`config.mk`:
```
export PLATFORM = sky130hd
export DESIGN_NAME = cmd_issue_sched
export DESIGN_NICKNAME = d
export VERILOG_FILES = /design/src/rtl/cmd_sched_pkg.sv /design/src/rtl/cmd_watchdog.sv /design/src/rtl/cmd_issue_sched.sv
export SDC_FILE = /design/constraint.sdc
export NUM_CORES = 1
export LEC_CHECK = 0
export CAP_MARGIN = 20
export CORE_MARGIN = 5
export CORE_UTILIZATION = 35
export DETAILED_ROUTE_END_ITERATION = 12
export PLACE_DENSITY = 0.6
export SKIP_LAST_GASP = 1
export SLEW_MARGIN = 30
export SYNTH_ARGS = -nofsm -noshare
export SYNTH_HDL_FRONTEND = slang
export SYNTH_HIERARCHICAL = 1
export SYNTH_SLANG_ARGS = --single-unit
```
`constraint.sdc`:
```
create_clock -name clk_i -period 2.35 [get_ports clk_i]
set_input_delay 0.5875 -clock clk_i [delete_from_list [all_inputs] [get_ports clk_i]]
set_output_delay 0.5875 -clock clk_i [all_outputs]
set_load 0.01 [all_outputs]
```
`src/rtl/cmd_sched_pkg.sv`:
```
// Shared types for the SD CMD-line issue scheduler: response types, FSM states,
// the command slot layout and the fixed Auto CMD12 argument.
package cmd_sched_pkg;

  typedef enum logic [1:0] {
    RSP_NONE = 2'd0,
    RSP_136  = 2'd1,
    RSP_48   = 2'd2,
    RSP_48B  = 2'd3
  } rsp_type_e;

  typedef enum logic [2:0] {
    ST_IDLE      = 3'd0,
    ST_ISSUE     = 3'd1,
    ST_WAIT_SENT = 3'd2,
    ST_WAIT_RSP  = 3'd3,
    ST_COMPLETE  = 3'd4
  } sched_state_e;

  typedef struct packed {
    logic [5:0]  index;
    logic [31:0] arg;
    rsp_type_e   rsp_type;
  } cmd_slot_t;

  localparam logic [31:0] AUTO12_ARG = 32'h0000_0000;

  // COMPLETE is deliberately excluded so a source can re-request while its done pulse is out.
  function automatic logic in_flight(sched_state_e s);
    return (s == ST_ISSUE) || (s == ST_WAIT_SENT) || (s == ST_WAIT_RSP);
  endfunction

endpackage

```
`src/rtl/cmd_watchdog.sv`:
```
// Saturating response-wait counter; expire_o is high while the count sits at its last value.
module cmd_watchdog #(
  parameter int unsigned WatchdogCycles = 4096
) (
  input  logic clk_i,
  input  logic rst_ni,
  input  logic clear_i,
  input  logic en_i,
  output logic expire_o
);

  localparam int unsigned CntW = $clog2(WatchdogCycles);
  localparam logic [CntW-1:0] LastCnt = CntW'(WatchdogCycles - 1);

  logic [CntW-1:0] cnt_q;
  logic [CntW-1:0] cnt_d;

  assign expire_o = (cnt_q == LastCnt);

  always_comb begin
    cnt_d = cnt_q;
    if (clear_i) begin
      cnt_d = '0;
    end else if (en_i && !expire_o) begin
      cnt_d = cnt_q + CntW'(1);
    end
  end

  always_ff @(posedge clk_i or negedge rst_ni) begin
    if (!rst_ni) begin
      cnt_q <= '0;
    end else begin
      cnt_q <= cnt_d;
    end
  end

endmodule

```
`src/rtl/cmd_issue_sched.sv`:
```
// Arbitrates software commands and Auto CMD12 onto the single CMD engine and
// sequences each through issue, command-sent and response phases.
module cmd_issue_sched
  import cmd_sched_pkg::*;
#(
  parameter int unsigned WatchdogCycles = 4096,
  parameter int unsigned Auto12Index    = 12
) (
  input  logic        clk_i,
  input  logic        rst_ni,
  input  logic        sw_rst_cmd_i,
  input  logic        sw_req_i,
  input  logic [5:0]  sw_index_i,
  input  logic [31:0] sw_arg_i,
  input  logic [1:0]  sw_rsp_type_i,
  input  logic        auto12_req_i,
  output logic        cmd_start_o,
  output logic [5:0]  cmd_index_o,
  output logic [31:0] cmd_arg_o,
  output logic [1:0]  cmd_rsp_type_o,
  input  logic        cmd_sent_i,
  input  logic        rsp_done_i,
  output logic        cmd_inhibit_o,
  output logic        auto12_active_o,
  output logic        sw_done_o,
  output logic        auto12_done_o,
  output logic        sw_reject_o,
  output logic        watchdog_err_o
);

  localparam logic [5:0] Auto12Idx = 6'(Auto12Index);

  sched_state_e state_q, state_d;
  logic         sel_auto_q, sel_auto_d;
  logic         sw_pend_q, sw_pend_d;
  logic         a12_pend_q, a12_pend_d;
  cmd_slot_t    sw_slot_q, sw_slot_d;
  cmd_slot_t    cmd_q, cmd_d;
  logic         inhibit_q, inhibit_d;
  logic         reject_q, reject_d;
  logic         wd_err_q, wd_err_d;
  logic         wd_clear;
  logic         wd_en;
  logic         wd_expire;
  logic         sw_busy;
  logic         a12_busy;

  cmd_watchdog #(
    .WatchdogCycles(WatchdogCycles)
  ) u_watchdog (
    .clk_i   (clk_i),
    .rst_ni  (rst_ni),
    .clear_i (wd_clear),
    .en_i    (wd_en),
    .expire_o(wd_expire)
  );

  always_comb begin
    state_d    = state_q;
    sel_auto_d = sel_auto_q;
    sw_pend_d  = sw_pend_q;
    a12_pend_d = a12_pend_q;
    sw_slot_d  = sw_slot_q;
    cmd_d      = cmd_q;
    reject_d   = 1'b0;
    wd_err_d   = 1'b0;
    wd_clear   = 1'b0;
    wd_en      = 1'b0;
    sw_busy    = !sel_auto_q && in_flight(state_q);
    a12_busy   = sel_auto_q && in_flight(state_q);

    if (sw_req_i) begin
      if (sw_pend_q || sw_busy) begin
        reject_d = 1'b1;
      end else begin
        sw_pend_d = 1'b1;
        sw_slot_d = '{index: sw_index_i, arg: sw_arg_i, rsp_type: rsp_type_e'(sw_rsp_type_i)};
      end
    end
    // A repeat Auto CMD12 while one is pending or running folds into it silently.
    if (auto12_req_i && !a12_busy) begin
      a12_pend_d = 1'b1;
    end

    unique case (state_q)
      ST_IDLE: begin
        if (a12_pend_q) begin
          sel_auto_d = 1'b1;
          cmd_d      = '{index: Auto12Idx, arg: AUTO12_ARG, rsp_type: RSP_48B};
          state_d    = ST_ISSUE;
        end else if (sw_pend_q) begin
          sel_auto_d = 1'b0;
          cmd_d      = sw_slot_q;
          state_d    = ST_ISSUE;
        end
      end
      ST_ISSUE: begin
        if (sel_auto_q) begin
          a12_pend_d = 1'b0;
        end else begin
          sw_pend_d = 1'b0;
        end
        state_d = ST_WAIT_SENT;
      end
      ST_WAIT_SENT: begin
        if (cmd_sent_i) begin
          if (cmd_q.rsp_type == RSP_NONE) begin
            state_d = ST_COMPLETE;
          end else begin
            wd_clear = 1'b1;
            state_d  = ST_WAIT_RSP;
          end
        end
      end
      ST_WAIT_RSP: begin
        wd_en = 1'b1;
        if (rsp_done_i) begin
          state_d = ST_COMPLETE;
        end else if (wd_expire) begin
          wd_err_d = 1'b1;
          state_d  = ST_COMPLETE;
        end
      end
      ST_COMPLETE: begin
        state_d = ST_IDLE;
      end
      default: begin
        state_d = ST_IDLE;
      end
    endcase

    if (sw_rst_cmd_i) begin
      state_d    = ST_IDLE;
      sel_auto_d = 1'b0;
      sw_pend_d  = 1'b0;
      a12_pend_d = 1'b0;
      sw_slot_d  = '0;
      cmd_d      = '0;
      reject_d   = 1'b0;
      wd_err_d   = 1'b0;
      wd_clear   = 1'b1;
      wd_en      = 1'b0;
    end

    inhibit_d = sw_pend_d || (state_d != ST_IDLE);
  end

  always_ff @(posedge clk_i or negedge rst_ni) begin
    if (!rst_ni) begin
      state_q    <= ST_IDLE;
      sel_auto_q <= 1'b0;
      sw_pend_q  <= 1'b0;
      a12_pend_q <= 1'b0;
      sw_slot_q  <= '0;
      cmd_q      <= '0;
      inhibit_q  <= 1'b0;
      reject_q   <= 1'b0;
      wd_err_q   <= 1'b0;
    end else begin
      state_q    <= state_d;
      sel_auto_q <= sel_auto_d;
      sw_pend_q  <= sw_pend_d;
      a12_pend_q <= a12_pend_d;
      sw_slot_q  <= sw_slot_d;
      cmd_q      <= cmd_d;
      inhibit_q  <= inhibit_d;
      reject_q   <= reject_d;
      wd_err_q   <= wd_err_d;
    end
  end

  assign cmd_start_o     = (state_q == ST_ISSUE);
  assign cmd_index_o     = cmd_q.index;
  assign cmd_arg_o       = cmd_q.arg;
  assign cmd_rsp_type_o  = cmd_q.rsp_type;
  assign cmd_inhibit_o   = inhibit_q;
  assign auto12_active_o = sel_auto_q && (state_q != ST_IDLE);
  assign sw_done_o       = (state_q == ST_COMPLETE) && !sel_auto_q;
  assign auto12_done_o   = (state_q == ST_COMPLETE) && sel_auto_q;
  assign sw_reject_o     = reject_q;
  assign watchdog_err_o  = wd_err_q;

endmodule

```
==> flow_summary.toml, run 1 <==
[clocking]
tritoncts = "done"
hold_buffers = 0
clk_pin_slew_worst_paths_ps = 60
cts_buffer_depth = 2
h-tree-depth = 3
ctsRootBufferMaster = "clkbuf_16"
clock-sinks = 101
numCtsBuffers = 9
insertion_delay_ps = 340

[sta]
finalHoldViolations = 0
rsz0062_at_grt = "true"
min_period_ps = 2261
max_freq_mhz = 442.4
final.period_utilization_pct = 96.19
setup_viol = 0
finalMaxSlewViolations = 0
tightest_slew_ps = 425.0
relSlewSlack_pct = 71.67
fin_skew_ps = 5.445

[synthesis]
async_flop_share_pct = 100.0
synth.avg_cell_area_sq_um = 11.19
synth_top_cell_by_area = "dfrtp_1"
synthCells = 398
ys_ff_latch = 101
yosys_warnings = 6
synth_common_cells = "dfrtp_1, nand2_1, mux2i_1"
ys_seq_area_share_pct = 56.73
syn_nets = 446
synth.most_common_cell = "dfrtp_1"
synth_edf_count = 0
syn_area_sq_um = 4456
ys_types = 46
synth_area_leaders = "dfrtp_1, mux2i_1, nand2_1"
synthFlopType = "dfrtp_1"
synth_top_area_share_pct = 56.73

[route]
wirelength_mm = 10.80
drc_errors = 0
first_iter_violations = 286
wl_per_cell_microns = 16.09
routed-via-count = 3328
first_pass_iters = 4
postRouteAntennaNets = 0
vias_per_cell = 4.960

[floorplan]
chipWidth_microns = 122.8
die-area_sq_um = 15090
num_rows = 41
coreArea_sq_um = 12570
initial_core_util_pct = 35.45
io_pins = 94
die_h_microns = 122.8

[critical_path]
critPathLaunchType = "flip-flop"
r2r_setup_slack_ps = 360
crit_fanout = 9
r2r-start = "u_watchdog/cnt_q[0]$_DFFE_PN0P_"
cp.arrival_ps = 1670
worstRegToRegCells = 5
crit_path_end_kind = "output port"
critPathRequiredTime_ps = 1760
path_class = "flip-flop to output port"
crit-reg2reg-capture = "u_watchdog/cnt_q[11]$_DFFE_PN0P_"

[grt]
overflow = 0
track_usage_pct = 15.02
antenna_found_initial = 0
grt_pass1_wl_mm = 17.72
grt_pass1_vias = 3469
grt_max_degree = 56

[placed_design]
gp_congestion = 0.8356
port_buffers = 93
place_area_sq_um = 5605
dp.cells = 654
dp_hpwl_mm = 7.268

[cells_and_area]
post-route-cell-area_sq_um = 5913
final_core_util_pct = 47.05
area.growth.synth_to_final_pct = 32.72
nets = 543
drive_above_1_share_pct = 10.62
fin_cells = 671
num_antenna_cells = 0

[flow_run]
maxCapViolations = 0

[hold_path]
hold_class = "input port to asynchronous set/reset pin"

[status]
status = "complete, no violations"

[pwr]
ir_drop_mv = 0.3037
power_density_nw_per_um2 = 728.2
p_leak_nw = 2.647
-- routing by layer --
layer  up-vias  GRT usage, %  wire, microns
met4         0         5.458            132
li1       1593             -              -
met2        83         22.62           5033
met1      1640         21.18           5034
met5         -             0              0
met3        12         3.456            594
-- placed cells by master (no fill, tap or decap), types with 6 or more instances in the layout --
master           count
a21oi_1              9
nor2_1              15
clkbuf_16            9
o21ai_0              6
clkdlybuf4s50_1     92
nand2_1             89
nor3_1               6
dfrtp_1             99
a22o_1              36
buf_4               17
mux2i_1             42
nand3_1              8
-- area by class of cell --
cell class | instances | area, sq um
multi-input cells | 262 | 1714
clock buffers | 14 | 274.0
clock inverters | 1 | 5.005
flip-flops and latches | 101 | 2530
repair buffers | 114 | 1149
well taps | 172 | 215.2
fillers | 1156 | 6655
inverters | 7 | 26.28
-- cell families after synthesis --
family | Yosys count | share of synthesized area (%)
xor+xnor | 1 | 0.1966
fa+ha+maj | 1 | 0.2808
flops | 101 | 56.73
mux | 46 | 10.45
simple gates | 147 | 15.28
compound gates | 67 | 11.99
buf+inv | 35 | 5.083
-- critical path, stage by stage, from the launching register on --
cell	delay (ps)
dfrtp_2	480
nor2_4	150
nand2_1	80
nor2_1	90
clkdlybuf4s50_1	540
-- state kept, by name, summed over array words and instances (netlist names), 2 cells and up --
signal / flops
cmd_arg_o: 32
cmd_index_o: 6
cmd_rsp_type_o: 2
state_q: 3
sw_slot_q: 40
u_watchdog/cnt_q: 12
-- worst max-delay path by stage --
| stage | startpoint | endpoint | slack, ps |
|---|---|---|---|
| floorplan | sw_rst_cmd_i | u_watchdog/cnt_q[9]$_DFFE_PN0P_ | 390 |
| global placement | cmd_sent_i | u_watchdog/cnt_q[11]$_DFFE_PN0P_ | 110 |
| detailed placement | cmd_sent_i | u_watchdog/cnt_q[9]$_DFFE_PN0P_ | 90 |
| CTS | state_q[1]$_DFF_PN0_ | sw_done_o | 6 |
| global route | state_q[0]$_DFF_PN0_ | sw_done_o | -30 |
| finish | state_q[0]$_DFF_PN0_ | sw_done_o | 90 |
-- report_power, final --
part / internal (mW) / switching [mW] / leakage (nW)
Combinational: 0.440 / 0.449 / 1.13
Sequential: 1.89 / 0.120 / 1.38
Clock: 0.799 / 0.611 / 0.139
Total: 3.13 / 1.18 / 2.65
-- metrics by stage --
stage | setup slack [ps] | hold slack (ps) | TNS, ps | power, mW
floorplan | 388.4 | 291.9 | 0 | 2.551
global placement | 105.5 | 479.1 | 0 | 2.892
detailed placement | 89.20 | 483.5 | 0 | 2.907
CTS | 5.894 | 181.2 | 0 | 4.340
global route | -27.25 | 201.3 | -33.02 | 4.540
finish | 89.43 | 179.9 | 0 | 4.306
-- timing repair --
| action | CTS | global route |
|---|---|---|
| setup buffers | 0 | 2 |
| pin swaps | 0 | 1 |
| resized for setup | 3 | 1 |
| endpoints found under the setup margin | 3 | 3 |
Note: power is estimated with default switching activity, not from simulation.
==> run 2: changes to the inputs <==
--- a/config.mk
+++ b/config.mk
@@ -11,7 +11,6 @@
 export DETAILED_ROUTE_END_ITERATION = 12
 export PLACE_DENSITY = 0.6
 export SKIP_LAST_GASP = 1
-export SLEW_MARGIN = 30
 export SYNTH_ARGS = -nofsm -noshare
 export SYNTH_HDL_FRONTEND = slang
 export SYNTH_HIERARCHICAL = 1
==> results of run 2 <==
Same layout as run 1: the final DEF is identical, and so are final timing and power.
